==> src/rtl/fetch_iss_pipe.sv <==
// Fetch stage and FETCH->ISSUE pipeline register. It owns the PC, runs the imem
// request handshake, parks a response that lands during a stall, and injects NOPs on flush/bubble.
module fetch_iss_pipe #(
  parameter logic [31:0] RESET_PC  = 32'h0000_0000,
  parameter logic [31:0] NOP_INSTR = 32'h0000_0000
) (
  input  logic        clk,
  input  logic        reset,
  input  logic        stall_fetch_hz_i,
  input  logic        stall_iss_hz_i,
  input  logic        flush_iss_hz_i,
  input  logic        branch_taken_ex_mem_hz_i,
  input  logic [31:0] branch_target_i,
  input  logic        jump_iss_ex_hz_i,
  input  logic [31:0] jump_target_i,
  output logic        imem_req_o,
  output logic [31:0] imem_addr_o,
  input  logic        imem_rdy_i,
  input  logic [31:0] imem_data_i,
  output logic [31:0] pc_fetch_o,
  output logic [31:0] instr_iss_o,
  output logic [31:0] pc_plus4_iss_o,
  output logic        valid_iss_o
);

  typedef enum logic [1:0] {S_BOOT, S_FETCH, S_HOLD, S_DRAIN} state_t;

  state_t      state_q, state_d;
  logic [31:0] pc_q, pc_d;
  logic [31:0] pend_q, pend_d;
  logic [31:0] hold_instr_q, hold_instr_d;
  logic [31:0] hold_pc4_q, hold_pc4_d;

  logic        redirect;
  logic [31:0] redirect_target;
  logic        fetch_hold;
  logic [31:0] pc_plus4;
  logic        deliver;
  logic [31:0] dlv_instr;
  logic [31:0] dlv_pc4;

  // A taken branch is older than a jump in ISSUE, so it wins.
  assign redirect        = branch_taken_ex_mem_hz_i | jump_iss_ex_hz_i;
  assign redirect_target = branch_taken_ex_mem_hz_i ? branch_target_i : jump_target_i;
  // A stalled ISSUE register cannot accept, so it blocks hand-off like a fetch stall.
  assign fetch_hold      = stall_fetch_hz_i | stall_iss_hz_i;
  assign pc_plus4        = pc_q + 32'd4;

  assign imem_req_o  = (state_q == S_FETCH) || (state_q == S_DRAIN);
  assign imem_addr_o = pc_q;
  assign pc_fetch_o  = pc_q;

  always_comb begin
    // NOTE: every signal driven here gets a default first so no path leaves it unassigned (no latches).
    state_d      = state_q;
    pc_d         = pc_q;
    pend_d       = pend_q;
    hold_instr_d = hold_instr_q;
    hold_pc4_d   = hold_pc4_q;
    deliver      = 1'b0;
    dlv_instr    = imem_data_i;
    dlv_pc4      = pc_plus4;

    case (state_q)
      S_BOOT: begin
        state_d = S_FETCH;
        if (redirect) pc_d = redirect_target;
      end
      S_FETCH: begin
        if (redirect) begin
          // An unanswered request must stay up; remember the target and drain it.
          if (imem_rdy_i) begin
            pc_d = redirect_target;
          end else begin
            pend_d  = redirect_target;
            state_d = S_DRAIN;
          end
        end else if (imem_rdy_i && !flush_iss_hz_i) begin
          if (fetch_hold) begin
            hold_instr_d = imem_data_i;
            hold_pc4_d   = pc_plus4;
            state_d      = S_HOLD;
          end else begin
            deliver = 1'b1;
            pc_d    = pc_plus4;
          end
        end
      end
      S_HOLD: begin
        if (redirect) begin
          pc_d    = redirect_target;
          state_d = S_FETCH;
        end else if (!fetch_hold && !flush_iss_hz_i) begin
          deliver   = 1'b1;
          dlv_instr = hold_instr_q;
          dlv_pc4   = hold_pc4_q;
          pc_d      = pc_plus4;
          state_d   = S_FETCH;
        end
      end
      S_DRAIN: begin
        if (redirect) begin
          if (imem_rdy_i) begin
            pc_d    = redirect_target;
            state_d = S_FETCH;
          end else begin
            pend_d = redirect_target;
          end
        end else if (imem_rdy_i) begin
          pc_d    = pend_q;
          state_d = S_FETCH;
        end
      end
      default: state_d = S_BOOT;
    endcase
  end

  // NOTE: sequential state uses non-blocking assignments so every register samples pre-edge values.
  always_ff @(posedge clk) begin
    if (reset) begin
      state_q <= S_BOOT;
      pc_q    <= RESET_PC;
    end else begin
      state_q <= state_d;
      pc_q    <= pc_d;
    end
  end

  // NOTE: hold buffer and pending target are left unreset; the state register says when they are live.
  always_ff @(posedge clk) begin
    pend_q       <= pend_d;
    hold_instr_q <= hold_instr_d;
    hold_pc4_q   <= hold_pc4_d;
  end

  always_ff @(posedge clk) begin
    if (reset) begin
      instr_iss_o    <= NOP_INSTR;
      pc_plus4_iss_o <= 32'h0;
      valid_iss_o    <= 1'b0;
    end else if (flush_iss_hz_i) begin
      instr_iss_o <= NOP_INSTR;
      valid_iss_o <= 1'b0;
    end else if (!stall_iss_hz_i) begin
      if (deliver) begin
        instr_iss_o    <= dlv_instr;
        pc_plus4_iss_o <= dlv_pc4;
        valid_iss_o    <= 1'b1;
      end else begin
        instr_iss_o <= NOP_INSTR;
        valid_iss_o <= 1'b0;
      end
    end
  end

endmodule

==> config.mk <==
export PLATFORM = sky130hd
export DESIGN_NAME = fetch_iss_pipe
export DESIGN_NICKNAME = d
export VERILOG_FILES = /design/src/rtl/fetch_iss_pipe.sv
export SDC_FILE = /design/constraint.sdc
export NUM_CORES = 1
export LEC_CHECK = 0
export ABC_AREA = 0
export CAP_MARGIN = 15
export CORE_UTILIZATION = 30
export DETAILED_ROUTE_END_ITERATION = 16
export SYNTH_ARGS = -nofsm -noshare
export SYNTH_HDL_FRONTEND = slang
export SYNTH_SLANG_ARGS = --single-unit
==> constraint.sdc <==
create_clock -name clk -period 4.65 [get_ports clk]
set_input_delay 0.465 -clock clk [delete_from_list [all_inputs] [get_ports clk]]
set_output_delay 0.465 -clock clk [all_outputs]
set_load 0.02 [all_outputs]
==> results of run 1 <==
-- worst reg2reg max path: stages, from the launching register on --
cell and delay, ns:
dfxtp_1 0.57, nand4_1 0.44, nor2_1 0.68, nand4_1 0.28, xnor2_1 0.37, nor2_1 0.09, o41ai_1 0.37
-- layout make-up --
class                   instances  area, µm²  share of cell area (%)
clock buffers                  17      425.4                   3.263
multi-input cells             762       4403                   33.77
clock inverters                15      181.4                   1.391
inverters                      25      93.84                  0.7197
well taps                     442      553.0                   4.241
repair buffers                254       2517                   19.31
flip-flops and latches        195       4865                   37.31
-- per-layer routing --
metal  wire (µm)  share of wire (%)  vias up
met5           0                  0        -
met1       14200                 45     4266
met3        2642                8.4       21
li1            -                  -     4260
met4         344                1.1        0
met2       14240                 45      378
-- synthesized netlist by cell type, drive strengths merged, types with 2 or more instances --
cell     instances  area (µm²)
mux2i           13       130.1
o211a            3       30.03
a211oi           5       37.54
o32ai            6       52.55
dfxtp           99        1982
or3             11       68.82
o21ai           46       230.2
a22oi            5       37.54
a21boi           3       22.52
clkbuf          64       244.0
or4              2       22.52
a211o            4       35.03
or2              9       56.31
nand4b           3       26.28
o211ai          15       112.6
clkinv           2       7.510
and3             4       26.28
o41ai           11       96.34
nor4             7       58.81
nand3b           2       15.01
nand2b           3       18.77
xor2             4       35.03
o22ai            5       31.28
a2111o           2       22.52
a21oi          150       758.2
nor2b            3       18.77
a2bb2oi          2       17.52
and4             3       26.28
buf             57       354.1
nand3           40       200.2
xnor2           21       183.9
nor2           126       473.0
ha               6       75.07
a311oi           9       78.83
and2             3       18.77
a21o             6       45.04
nor3             8       40.04
mux2            26       292.8
a31oi            5       31.28
inv             23       86.33
nand2          143       536.8
a221oi          19       166.4
nand4           14       102.6
edfxtp          96        2883
-- how the worst max path moves through the flow --
stage,to,cells past startpoint,start
after floorplan,hold_instr_q[0],6,branch_taken_ex_mem_hz_i
after detailed placement,instr_iss_o[25],8,jump_iss_ex_hz_i
after global routing,imem_addr_o[25],7,jump_iss_ex_hz_i
after global placement,instr_iss_o[24],8,jump_iss_ex_hz_i
after CTS,imem_addr_o[0],6,jump_iss_ex_hz_i
final,imem_addr_o[0],6,jump_iss_ex_hz_i
-- sequential cells by signal, indices dropped and copies added, names as in the netlist --
signal	count
pend_q	32
hold_pc4_q	32
state_q	2
instr_iss_o	32
pc_plus4_iss_o	32
hold_instr_q	32
valid_iss_o	1
imem_addr_o	32
-- per-stage QoR --
step                      power (µW)  area, µm²  util, %  hold WS [ns]  worst slack (ns)
after floorplan                 2548       9943        -        0.4659            0.9638
after global placement          2915      12430    38.21        0.4409             1.127
after detailed placement        2924      12430    38.21        0.4471             1.083
after CTS                       4425      13040    40.07        0.4579             1.545
after global routing            4569      13040    40.07        0.4707             1.358
final                           4392      13040    40.07        0.4537             1.546
-- kinds of logic (layout without fill, tap and decap cells) --
family | after synthesis | after routing | synth area share [%]
compound gates | 309 | 309 | 19.36
fa+ha+maj | 6 | 6 | 0.7552
mux | 39 | 39 | 4.254
flops | 195 | 195 | 48.94
xor+xnor | 25 | 25 | 2.203
buf+inv | 146 | 311 | 6.960
simple gates | 383 | 383 | 17.53
-- power groups by stage --
| stage | logic (µW) | registers [µW] | clock network, µW |
|---|---|---|---|
| 2_1_floorplan | 518 | 2030 | 0 |
| 3_3_place_gp | 887 | 2030 | 0 |
| 3_5_place_dp | 894 | 2030 | 0 |
| 4_1_cts | 901 | 1990 | 1530 |
| 5_1_grt | 971 | 2000 | 1590 |
| 6_report | 901 | 1990 | 1500 |
==> impl_metrics.toml, run 1 <==
[final_layout]
num-fill-cells = 3259
final_cell_mix = "clkdlybuf4s50_1 (231), a21oi_1 (148), nand2_1 (143)"
fin_nets = 1365
final_common_cell = "clkdlybuf4s50_1"
layout-area-overhead-vs-synth_pct = 31.16
drive_above_1_share_pct = 8.202
n_antenna_cell = 0
stdcell_count = 1710

[hold_path]
min-delay-start = "pc_plus4_iss_o[2]"
min_path_type = "reg -> reg"
whs_endpoint = "pc_plus4_iss_o[2]"
whs_path_depth = 2

[routing]
drt_iter0_drc = 883
wl_per_cell_um = 18.38
ant_nets = 0
drc = 0
dr.pass1.iters = 7
num_vias = 8925
via_per_inst = 5.219
wl_um = 31420

[floorplanning]
die-area_mm2 = 0.03387
ioPinCount = 234
start_util_pct = 30.55
die_y_um = 184.0
std_cell_rows = 66
die_w_um = 184.0
core_mm2 = 0.03254

[yosys]
synthArstFlopShare_pct = 0
synth_flop_cell = "dfxtp_1"
synth_edf_count = 96
syn_inst = 1103
synth_cell_type_count = 67
avgSynthCellArea_um2 = 9.012
synth-seq-cells = 195
synth-seq-area-share_pct = 48.94
syn_nets = 1213
netlist_area_mm2 = 0.009941
yosysWarnings = 0

[power_and_ir_drop]
power.leakage_uw = 0.004465
seqPwrFrac_pct = 45.3
p_int_uw = 3005
powerDensity_mw_per_mm2 = 336.8
p_sw_uw = 1386
netSwitchingFraction_pct = 31.57
pwr-share-clk_pct = 34.2
worst_ir_drop_vdd_mv = 0.2408
combPwrFrac_pct = 20.5

[placement]
numPortBuffers = 233
hpwl_um = 21470
place_inst = 1678
place.gp.congestion = 0.8082

[timing]
clock_skew_ns = 0.01535
fmax_mhz = 322.1
setup_tns_ns = 0
rsz0062_at_grt = "false"
period_share_pct = 66.76
setup_viol = 0
relSlewSlack_pct = 27.76
worst_pin_slew_ns = 1.084
drv_slew = 0
period_minus_slack_ns = 3.104
hold_violations = 0

[setup_path]
reg2reg_to = "pc_plus4_iss_o[23]"
ff2ff_path_depth = 6
critPathSlowestCell = "o41a_1"
crit_path_cell_trace = "clkdlybuf4s50_1, nor2_2, buf_4, o41a_1, nor2_1, o211a_1"
crit_fanout = 38
crit_required_ns = 4.97
critPathKind = "in -> reg"
critPathArrivalTime_ns = 3.43
end_kind = "flip-flop"
cp_top_family = "buffers and inverters"
crit_path_start_kind = "input port"
r2r_start = "imem_addr_o[6]"
critical_path_buf_inv_count = 2
cpPeakStageDelay_ns = 0.96
rrSetupSlack_ns = 1.72

[global_route]
use_met1_pct = 25.47
grt_pass1_vias = 8241
grt_overflow_total = 0
use_met3_pct = 3.883
use_met2_pct = 29.09
antenna_found_initial = 0
track_usage_pct = 18.35
grt_busiest_layer = "met2"
grt_pass1_wl_um = 48130
grt_max_degree = 65

[clock_network]
cts_tree = "done"
cts.sink_count = 195
clock_latency_ns = 0.44
post-cts-setup-buffers = 0
cts_buffers = 17
hold_buffers = 0
cts_resized = 0
clkTransAtPathRegs_ns = 0.08
cts_root_buffer = "clkbuf_16"
clock_path_buffers = 2
htree_levels = 4

[run]
max_cap_viol_count = 0

[outcome]
status = "completed"
No activity file was read; power rests on OpenSTA's default activity.
==> inputs of run 2 (changes only) <==
Clock period 4.65 ns to 2.6 ns, I/O delays scaled along.
==> run 2 against run 1 <==
Net effect:
- flip-flop and latch count unchanged
- sequential share of layout area is 1.4 points lower
- register-to-register slack worse by 1.5 ns
- clock power increased by 80%
- wire length up 4.7%
- critical path type is now reg -> out
- highest routed layer unchanged
==> impl_metrics.toml, run 2 (synthesis results as in run 1) <==
[clock_network]
hold_buffers = 0
post-cts-setup-buffers = 0
clock_latency_ns = 0.44
cts_resized = 0
cts_root_buffer = "clkbuf_16"
cts.sink_count = 195
cts_tree = "done"
cts_buffers = 17
clkTransAtPathRegs_ns = 0.07
clock_path_buffers = 2
htree_levels = 4

[final_layout]
regArea_mm2 = 0.004865
final_cell_mix = "clkdlybuf4s50_1 (231), a21oi_1 (148), nand2_1 (143)"
multiInputGateArea_mm2 = 0.004404
fin_nets = 1426
drive_above_1_share_pct = 12.49
n_antenna_cell = 0
layout-area-overhead-vs-synth_pct = 36.45
final_common_cell = "clkdlybuf4s50_1"
num-fill-cells = 3207

[setup_path]
critPathKind = "reg -> out"
critPathSlowestCell = "clkdlybuf4s50_1"
crit_fanout = 10
critPathArrivalTime_ns = 2.18
end_kind = "output port"
crit_path_start_kind = "flip-flop"
rrSetupSlack_ns = 0.20
crit_path_cell_trace = "inv_1, ha_1, or2_2, clkdlybuf4s50_1"
crit_required_ns = 2.34
reg2reg_to = "imem_addr_o[25]"
cpPeakStageDelay_ns = 0.55
critical_path_buf_inv_count = 2
ff2ff_path_depth = 8
cp_top_family = "buffers and inverters"
r2r_start = "state_q[1]"

[global_route]
grt_pass1_vias = 8688
antenna_found_initial = 0
grt_max_degree = 51
grt_overflow_total = 0
track_usage_pct = 19.06
grt_pass1_wl_um = 49710

[floorplanning]
ioPinCount = 234
core_mm2 = 0.03254
die_y_um = 184.0
die-area_mm2 = 0.03387
start_util_pct = 30.55
die_w_um = 184.0
std_cell_rows = 66

[hold_path]
min-delay-start = "reset"
min_path_type = "in -> reg"
whs_path_depth = 2
whs_endpoint = "state_q[1]"

[routing]
wl_um = 32910
via_per_inst = 5.182
num_vias = 9177
ant_nets = 0
drc = 0
drt_iter0_drc = 710
wl_per_cell_um = 18.58
dr.pass1.iters = 5

[timing]
rsz0062_at_grt = "false"
period_minus_slack_ns = 2.437
hold_ws_ns = 0.2771
drv_slew = 0
relSlewSlack_pct = 51.41
period_share_pct = 93.74
clock_skew_ns = 0.01327
setup_viol = 0
worst_pin_slew_ns = 0.7288
fmax_mhz = 410.3
setup_tns_ns = 0
hold_violations = 0

[placement]
hpwl_um = 23250
place.gp.congestion = 0.8022
numPortBuffers = 233

[outcome]
status = "completed"

[power_and_ir_drop]
worst_ir_drop_vdd_mv = 0.4501
powerDensity_mw_per_mm2 = 592.6
power.leakage_uw = 0.004781

[run]
max_cap_viol_count = 0
run 2: worst max path at each step:
stage                                         from               to  slack [ns]  cells after the start
after floorplan           branch_taken_ex_mem_hz_i  hold_instr_q[0]        0.02                      6
after global placement              stall_iss_hz_i  instr_iss_o[28]      -0.007                      8
after detailed placement            stall_iss_hz_i  instr_iss_o[16]       -0.06                      8
after CTS                               state_q[1]       imem_req_o        0.15                      4
after global routing                    state_q[0]  instr_iss_o[13]        0.07                      9
final                                   state_q[1]       imem_req_o        0.16                      4
run 2: final cells by class:
class | count | area share, %
sequential | 195 | 35.86
inverter | 25 | 0.6918
timing repair buffer | 315 | 22.40
tap | 442 | 4.077
clock inverter | 15 | 1.365
clock buffer | 17 | 3.136
multi-input combinational | 762 | 32.47
run 2: power breakdown:
group | internal, µW | switching, µW | total (µW) | leakage [µW]
Combinational | 817 | 1060 | 1880 | 0.00281
Clock | 1310 | 1390 | 2700 | 0.000291
Sequential | 3360 | 94.1 | 3460 | 0.00168
Total | 5490 | 2550 | 8040 | 0.00478
run 2: per-stage QoR:
step                      cells  setup slack (ns)  utilization [%]  total power, µW  cell area, µm²
after floorplan            1103           0.01910                -             4558            9952
after CTS                  1771            0.1486            41.69             8082           13560
final                      1771            0.1628            41.69             8039           13560
after global routing       1771           0.06663            41.69             8328           13560
after global placement     1739         -0.006749            39.81             5367           12950
after detailed placement   1739          -0.06345            39.81             5384           12950
run 2: metal layers:
metal	track usage, %	share of wire [%]
met5	0	0
met4	4.567	1.3
met3	3.249	7.7
met2	30.79	46
met1	26.33	45
==> inputs of run 3 (changes only) <==
Settings changed: GPL_ROUTABILITY_DRIVEN set to 0.
==> results of run 3 <==
Same layout as run 2: the final DEF is identical, and so are final timing and power.
